<file path="config.mk">
export PLATFORM = sky130hd
export DESIGN_NAME = lift_scheduler
export DESIGN_NICKNAME = d
export VERILOG_FILES = /design/src/rtl/lift_scheduler.sv
export SDC_FILE = /design/constraint.sdc
export NUM_CORES = 1
export LEC_CHECK = 0
export ABC_AREA = 1
export CAP_MARGIN = 10
export CORE_MARGIN = 5
export CORE_UTILIZATION = 35
export CTS_CLUSTER_SIZE = 28
export DETAILED_ROUTE_END_ITERATION = 12
export GPL_TIMING_DRIVEN = 0
export PLACE_DENSITY_LB_ADDON = 0.3
export SLEW_MARGIN = 30
export SYNTH_ARGS = -nofsm -noshare
export SYNTH_HDL_FRONTEND = slang
export SYNTH_SLANG_ARGS = --single-unit
export TNS_END_PERCENT = 1
</file>
<file path="constraint.sdc">
create_clock -name clk -period 2.05 [get_ports clk]
set_clock_uncertainty 0.2 [all_clocks]
set_input_delay 0.205 -clock clk [delete_from_list [all_inputs] [get_ports clk]]
set_output_delay 0.205 -clock clk [all_outputs]
set_load 0.01 [all_outputs]
</file>
<file path="src/rtl/lift_scheduler.sv">
// Lift scheduler: latches floor calls, picks targets with a direction-preserving sweep,
// and sequences the door / ready / move states that drive the travel timer.
module lift_scheduler #(
    parameter int NFLOORS     = 8,
    parameter int FW          = 3,
    parameter int DOOR_CYCLES = 4
) (
    input  logic               clk,
    input  logic               rst_n,
    input  logic [NFLOORS-1:0] call_req,
    input  logic               reached,
    output logic [2:0]         current_state,
    output logic [FW-1:0]      pfloor,
    output logic [FW-1:0]      nfloor,
    output logic [NFLOORS-1:0] call_pending,
    output logic               dir_up,
    output logic               call_served,
    output logic [FW-1:0]      served_floor
);

    localparam logic [2:0] ST_DOOR_OPEN  = 3'd1;
    localparam logic [2:0] ST_DOOR_CLOSE = 3'd2;
    localparam logic [2:0] ST_READY      = 3'd3;
    localparam logic [2:0] ST_MOVE_UP    = 3'd4;
    localparam logic [2:0] ST_MOVE_DOWN  = 3'd5;

    localparam int            CW       = (DOOR_CYCLES > 1) ? $clog2(DOOR_CYCLES) : 1;
    localparam logic [CW-1:0] CNT_LAST = CW'(DOOR_CYCLES - 1);

    logic [2:0]         state_q, state_d;
    logic [FW-1:0]      pfloor_q, pfloor_d;
    logic [FW-1:0]      nfloor_q, nfloor_d;
    logic [NFLOORS-1:0] pending_q, pending_d;
    logic               dir_up_q, dir_up_d;
    logic               served_q, served_d;
    logic [FW-1:0]      served_floor_q, served_floor_d;
    logic [CW-1:0]      cnt_q, cnt_d;

    logic [NFLOORS-1:0] above_mask, below_mask, here_mask, nf_mask;
    logic [NFLOORS-1:0] pend_all, above_set, below_set;
    logic [FW-1:0]      up_tgt, dn_tgt;

    // Per-floor position masks relative to the present and target floors.
    generate
        for (genvar gi = 0; gi < NFLOORS; gi++) begin : g_mask
            assign above_mask[gi] = (FW'(gi) > pfloor_q);
            assign below_mask[gi] = (FW'(gi) < pfloor_q);
            assign here_mask[gi]  = (FW'(gi) == pfloor_q);
            assign nf_mask[gi]    = (FW'(gi) == nfloor_q);
        end
    endgenerate

    assign pend_all  = pending_q | call_req;
    assign above_set = pend_all & above_mask;
    assign below_set = pend_all & below_mask;

    // Nearest pending floor in each direction: lowest above, highest below.
    always_comb begin
        up_tgt = '0;
        dn_tgt = '0;
        for (int i = NFLOORS - 1; i >= 0; i--) begin
            if (above_set[i]) up_tgt = FW'(i);
        end
        for (int i = 0; i < NFLOORS; i++) begin
            if (below_set[i]) dn_tgt = FW'(i);
        end
    end

    always_comb begin
        state_d        = state_q;
        pfloor_d       = pfloor_q;
        nfloor_d       = nfloor_q;
        pending_d      = pend_all;
        dir_up_d       = dir_up_q;
        served_d       = 1'b0;
        served_floor_d = served_floor_q;
        cnt_d          = cnt_q;

        case (state_q)
            ST_READY: begin
                if (|(pend_all & here_mask)) begin
                    pending_d      = pend_all & ~here_mask;
                    served_d       = 1'b1;
                    served_floor_d = pfloor_q;
                    state_d        = ST_DOOR_OPEN;
                    cnt_d          = '0;
                end else if (dir_up_q && |above_set) begin
                    nfloor_d = up_tgt;
                    state_d  = ST_MOVE_UP;
                end else if (|below_set) begin
                    nfloor_d = dn_tgt;
                    dir_up_d = 1'b0;
                    state_d  = ST_MOVE_DOWN;
                end else if (|above_set) begin
                    nfloor_d = up_tgt;
                    dir_up_d = 1'b1;
                    state_d  = ST_MOVE_UP;
                end
            end

            ST_MOVE_UP, ST_MOVE_DOWN: begin
                if (reached) begin
                    pfloor_d       = nfloor_q;
                    pending_d      = pend_all & ~nf_mask;
                    served_d       = 1'b1;
                    served_floor_d = nfloor_q;
                    state_d        = ST_DOOR_OPEN;
                    cnt_d          = '0;
                end
            end

            ST_DOOR_OPEN: begin
                // A call at the open floor is absorbed and simply extends the dwell.
                pending_d = pend_all & ~here_mask;
                if (|(call_req & here_mask)) begin
                    cnt_d = '0;
                end else if (cnt_q == CNT_LAST) begin
                    state_d = ST_DOOR_CLOSE;
                    cnt_d   = '0;
                end else begin
                    cnt_d = cnt_q + 1'b1;
                end
            end

            ST_DOOR_CLOSE: begin
                pending_d = pend_all & ~here_mask;
                if (|(call_req & here_mask)) begin
                    served_d       = 1'b1;
                    served_floor_d = pfloor_q;
                    state_d        = ST_DOOR_OPEN;
                    cnt_d          = '0;
                end else if (cnt_q == CNT_LAST) begin
                    state_d = ST_READY;
                    cnt_d   = '0;
                end else begin
                    cnt_d = cnt_q + 1'b1;
                end
            end

            default: begin
                state_d = ST_READY;
                cnt_d   = '0;
            end
        endcase
    end

    always_ff @(posedge clk or negedge rst_n) begin
        if (!rst_n) begin
            state_q        <= ST_READY;
            pfloor_q       <= '0;
            nfloor_q       <= '0;
            pending_q      <= '0;
            dir_up_q       <= 1'b1;
            served_q       <= 1'b0;
            served_floor_q <= '0;
            cnt_q          <= '0;
        end else begin
            state_q        <= state_d;
            pfloor_q       <= pfloor_d;
            nfloor_q       <= nfloor_d;
            pending_q      <= pending_d;
            dir_up_q       <= dir_up_d;
            served_q       <= served_d;
            served_floor_q <= served_floor_d;
            cnt_q          <= cnt_d;
        end
    end

    assign current_state = state_q;
    assign pfloor        = pfloor_q;
    assign nfloor        = nfloor_q;
    assign call_pending  = pending_q;
    assign dir_up        = dir_up_q;
    assign call_served   = served_q;
    assign served_floor  = served_floor_q;

endmodule

</file>
==> results.txt <==
----------------------------------------------------
[Outcome]
  Status ... complete, no violations

[CTS]
  Clock Tree Root ... sky130_fd_sc_hd__clkbuf_8
  Clk buf depth ... 2
  Clock sink total ... 24
  Clock-pin slew reported for the worst setup and hold paths after clock tree synthesis ... 0.10 ns
  Clk_lat worst skew ... 0.28 ns
  CTS HTree Levels ... 1
  TritonCTS Buffers ... 3
  Clock tree from TritonCTS ... built

[Finish]
  Layout-stage area growth over the synthesis result ... 32.6%
  Net count, final ... 342
  Fraction of layout instances using a drive strength above 1 ... 20.7%
  Fill cell instance count of the final layout ... 534
  Non-filler cells, final ... 399
  Antenna fix cells ... 0

[Global routing]
  Pin count of the biggest net entering global routing ... 25
  Wire length of the first global-routing pass ... 8.95 mm
  Overall global routing resource usage ... 15.6%
  Number of antenna violations at the first check in global routing ... 0
  Total overflow reported by the global router ... 0
  Via count of the first global-routing pass ... 1895

[Synthesis]
  Async S/R FF share, synth ... 100%
  EDFF count, synth ... 0
  Syn Std Cell Area ... 0.00188 mm^2
  Most instantiated flip-flop cell in the synthesis netlist ... sky130_fd_sc_hd__dfrtp_1
  Avg Synthesized Cell Area ... 6.59 um^2
  Gate Count Post-Synth ... 285
  Flip-flop and latch count after synthesis ... 24
  Mapped Nets ... 297
  Number of distinct library cells after synthesis ... 28
  Total of warnings raised by yosys ... 0
  Post-synthesis sequential area ratio ... 32.2%

[STA]
  Post-Route Hold Slack ... 0.228 ns
  Pin slew with the least headroom to its limit ... 0.551 ns
  Final period util ... 95.1%
  Number of hold violations in the final report ... 0
  Fmax ... 0.513 GHz
  Final-report setup violation count ... 0
  Final Max Slew Viols ... 0
  Min Clock Period, post-route ... 1.95 ns
  Setup repair after global routing missed its margin ... yes
  Sum of negative setup slack ... 0 ns
  Max transition margin ... 63.3%

[Routing]
  Drt total wl ... 5.40 mm
  Routed wire per std cell ... 13.5 um
  Per-cell via count in the routed design ... 4.96
  1st-pass router iterations ... 5
  Vias after detailed routing ... 1981
  Count of antenna-violating nets left after detailed routing ... 0
  1st-iter DRT viols ... 181
  DR DRC count ... 0

[Power]
  Pwr Total ... 4.45 mW
  Psw ... 2.24 mW
  Net switching fraction of the power ... 50.4%
  Power Dens Cells ... 1780 mW/mm^2
  Leak pwr ... 1.25 nW
  Internal power consumption ... 2.20 mW
  Portion of total power attributed to sequential cells ... 21.4%
  Logic gate share of total power ... 68.6%
  Fraction of power consumed by the clock network ... 10.0%
  IR Drop Worst-Case VDD ... 0.868 mV

[Floorplanning]
  Die area ... 0.00693 mm^2
  I/O pin total ... 33
  Initial cell density of the core ... 36.3%
  Standard-cell row count ... 26
  Area of the core ... 0.00517 mm^2
  Die Width ... 83.3 um
  Die extent in y ... 83.3 um

[Flow run]
  Max-cap violation count ... 0

[Setup path]
  Data required time at the worst endpoint ... 2.07 ns
  Worst Path Max Fanout ... 8
  Setup crit start kind ... flop
  Kind of critical path ... reg2reg
  Critical path data arrival time ... 1.97 ns
  Type of destination of the critical path ... flop

[Min path]
  Min-Delay Path Class ... in2async

[Placement]
  DP HPWL ... 4.18 mm
  IO buf count ... 32
  Routability cong. ... 1.02
  Placed Instances ... 387

----------------------------------------------------
==> critical path, stage by stage, from the launching register on <==
cell and delay [ns]:
sky130_fd_sc_hd__dfrtp_1 0.40, sky130_fd_sc_hd__buf_6 0.15, sky130_fd_sc_hd__nor2_4 0.25, sky130_fd_sc_hd__nand2_4 0.12, sky130_fd_sc_hd__nand2_4 0.09, sky130_fd_sc_hd__nand2_2 0.06
sky130_fd_sc_hd__nor2_4 0.13, sky130_fd_sc_hd__nand2_4 0.10, sky130_fd_sc_hd__o21ai_4 0.23, sky130_fd_sc_hd__nor2_2 0.05, sky130_fd_sc_hd__a21oi_2 0.11
==> per-stage QoR <==
| stage | worst slack [ns] | cell area, um^2 | utilization [%] |
|---|---|---|---|
| after detailed placement | -0.207 | 2280 | 44.1 |
| after global placement | -0.191 | 2290 | 44.2 |
| final | 0.101 | 2490 | 48.2 |
| after CTS | 0.0190 | 2370 | 45.8 |
| after floorplan | 0.230 | 1880 | - |
| after global routing | -0.0282 | 2490 | 48.2 |
==> cell type report <==
cell class / instances / area, um^2 / share of cell area, %
buffer: 3 / 26.3 / 1.05
clock buffer: 3 / 41.3 / 1.66
clock inverter: 1 / 30.0 / 1.20
inverter: 38 / 143 / 5.72
multi-input combinational: 220 / 1180 / 47.3
sequential: 24 / 607 / 24.3
tap: 70 / 87.6 / 3.51
timing repair buffer: 40 / 378 / 15.2
==> synth_stat cells, types with 2 or more instances <==
cell type / n / area share, %
sky130_fd_sc_hd__nor2_2: 9 / 3.0
sky130_fd_sc_hd__o21ai_0: 27 / 7.2
sky130_fd_sc_hd__nand2_1: 94 / 19
sky130_fd_sc_hd__inv_1: 35 / 7.0
sky130_fd_sc_hd__nand2_4: 8 / 4.8
sky130_fd_sc_hd__o21ai_2: 2 / 0.93
sky130_fd_sc_hd__inv_2: 3 / 0.60
sky130_fd_sc_hd__a31oi_1: 3 / 1.0
sky130_fd_sc_hd__a21oi_1: 3 / 0.80
sky130_fd_sc_hd__dfstp_2: 3 / 4.2
sky130_fd_sc_hd__nand3_1: 26 / 6.9
sky130_fd_sc_hd__a21oi_2: 2 / 0.93
sky130_fd_sc_hd__nor2_4: 4 / 2.4
sky130_fd_sc_hd__nor2_1: 19 / 3.8
sky130_fd_sc_hd__dfrtp_1: 21 / 28
sky130_fd_sc_hd__o22ai_1: 3 / 1.0
sky130_fd_sc_hd__nand3_2: 4 / 2.1
sky130_fd_sc_hd__nand2_2: 3 / 1.0
sky130_fd_sc_hd__nor3_1: 7 / 1.9
==> power by group through the flow <==
stage               Combinational (mW)  Sequential [mW]  Clock [mW]
floorplan                         1.76             1.01           0
global placement                  2.75            0.953           0
detailed placement                2.75            0.956           0
CTS                               2.78            0.952       0.449
global route                      3.39            0.991       0.462
finish                            3.05            0.953       0.443
==> flip-flops by register name, indices dropped and copies added, names as in the netlist <==
name	flops
current_state	3
call_pending	8
pfloor	3
dir_up	1
cnt_q	2
nfloor	3
call_served	1
served_floor	3
==> placed cells by master (no fill, tap or decap), types with 3 or more instances in the layout <==
cell,count
sky130_fd_sc_hd__nor3_1,7
sky130_fd_sc_hd__nor2_2,10
sky130_fd_sc_hd__nand2_4,10
sky130_fd_sc_hd__inv_1,33
sky130_fd_sc_hd__nand2_2,6
sky130_fd_sc_hd__nor2_1,13
sky130_fd_sc_hd__nand3_1,26
sky130_fd_sc_hd__o22ai_1,3
sky130_fd_sc_hd__a21oi_1,3
sky130_fd_sc_hd__o21ai_1,4
sky130_fd_sc_hd__inv_2,5
sky130_fd_sc_hd__o21ai_0,24
sky130_fd_sc_hd__clkdlybuf4s50_1,31
sky130_fd_sc_hd__buf_4,7
sky130_fd_sc_hd__dfstp_2,3
sky130_fd_sc_hd__a31oi_1,3
sky130_fd_sc_hd__nand2_1,89
sky130_fd_sc_hd__clkbuf_8,3
sky130_fd_sc_hd__nor2_4,9
sky130_fd_sc_hd__nand3_2,4
sky130_fd_sc_hd__dfrtp_1,19
==> cells by family (layout without fill, tap and decap cells) <==
group           after synthesis  in the layout  share of synthesized area, %
fa+ha+maj                     1              1                         0.666
buf+inv                      41             85                          8.79
simple gates                176            176                          45.3
flops                        24             24                          32.2
compound gates               43             43                          13.0
==> metal layers <==
layer  vias to the layer above  track usage, %  wire, um
li1                       1005               -         -
met1                       883            23.1      2620
met2                        82            22.7      2290
met3                        11            2.48       376
met4                         0            5.65       112
met5                         -               0         0
==> worst paths after layout <==
path                                 start         endpoint  slack (ns)  cells after the start
max reg2reg                      pfloor[2]        nfloor[2]        0.10                     10
min                                  rst_n  call_pending[6]        0.23                      2
min reg2reg                served_floor[2]  served_floor[2]        0.29                      2
max in group asynchronous            rst_n        pfloor[0]        1.01                      2
min in group clk           served_floor[2]  served_floor[2]        0.29                      2
max                              pfloor[2]        nfloor[2]        0.10                     10
==> timing repair <==
action	CTS	global route
hold buffers	1	0
gates resized for setup	4	23
endpoints found under the hold margin	21	0
buffers inserted	0	7
setup endpoints to repair	14	18
pin swaps	0	5
Power figures use the tool's default switching activity.
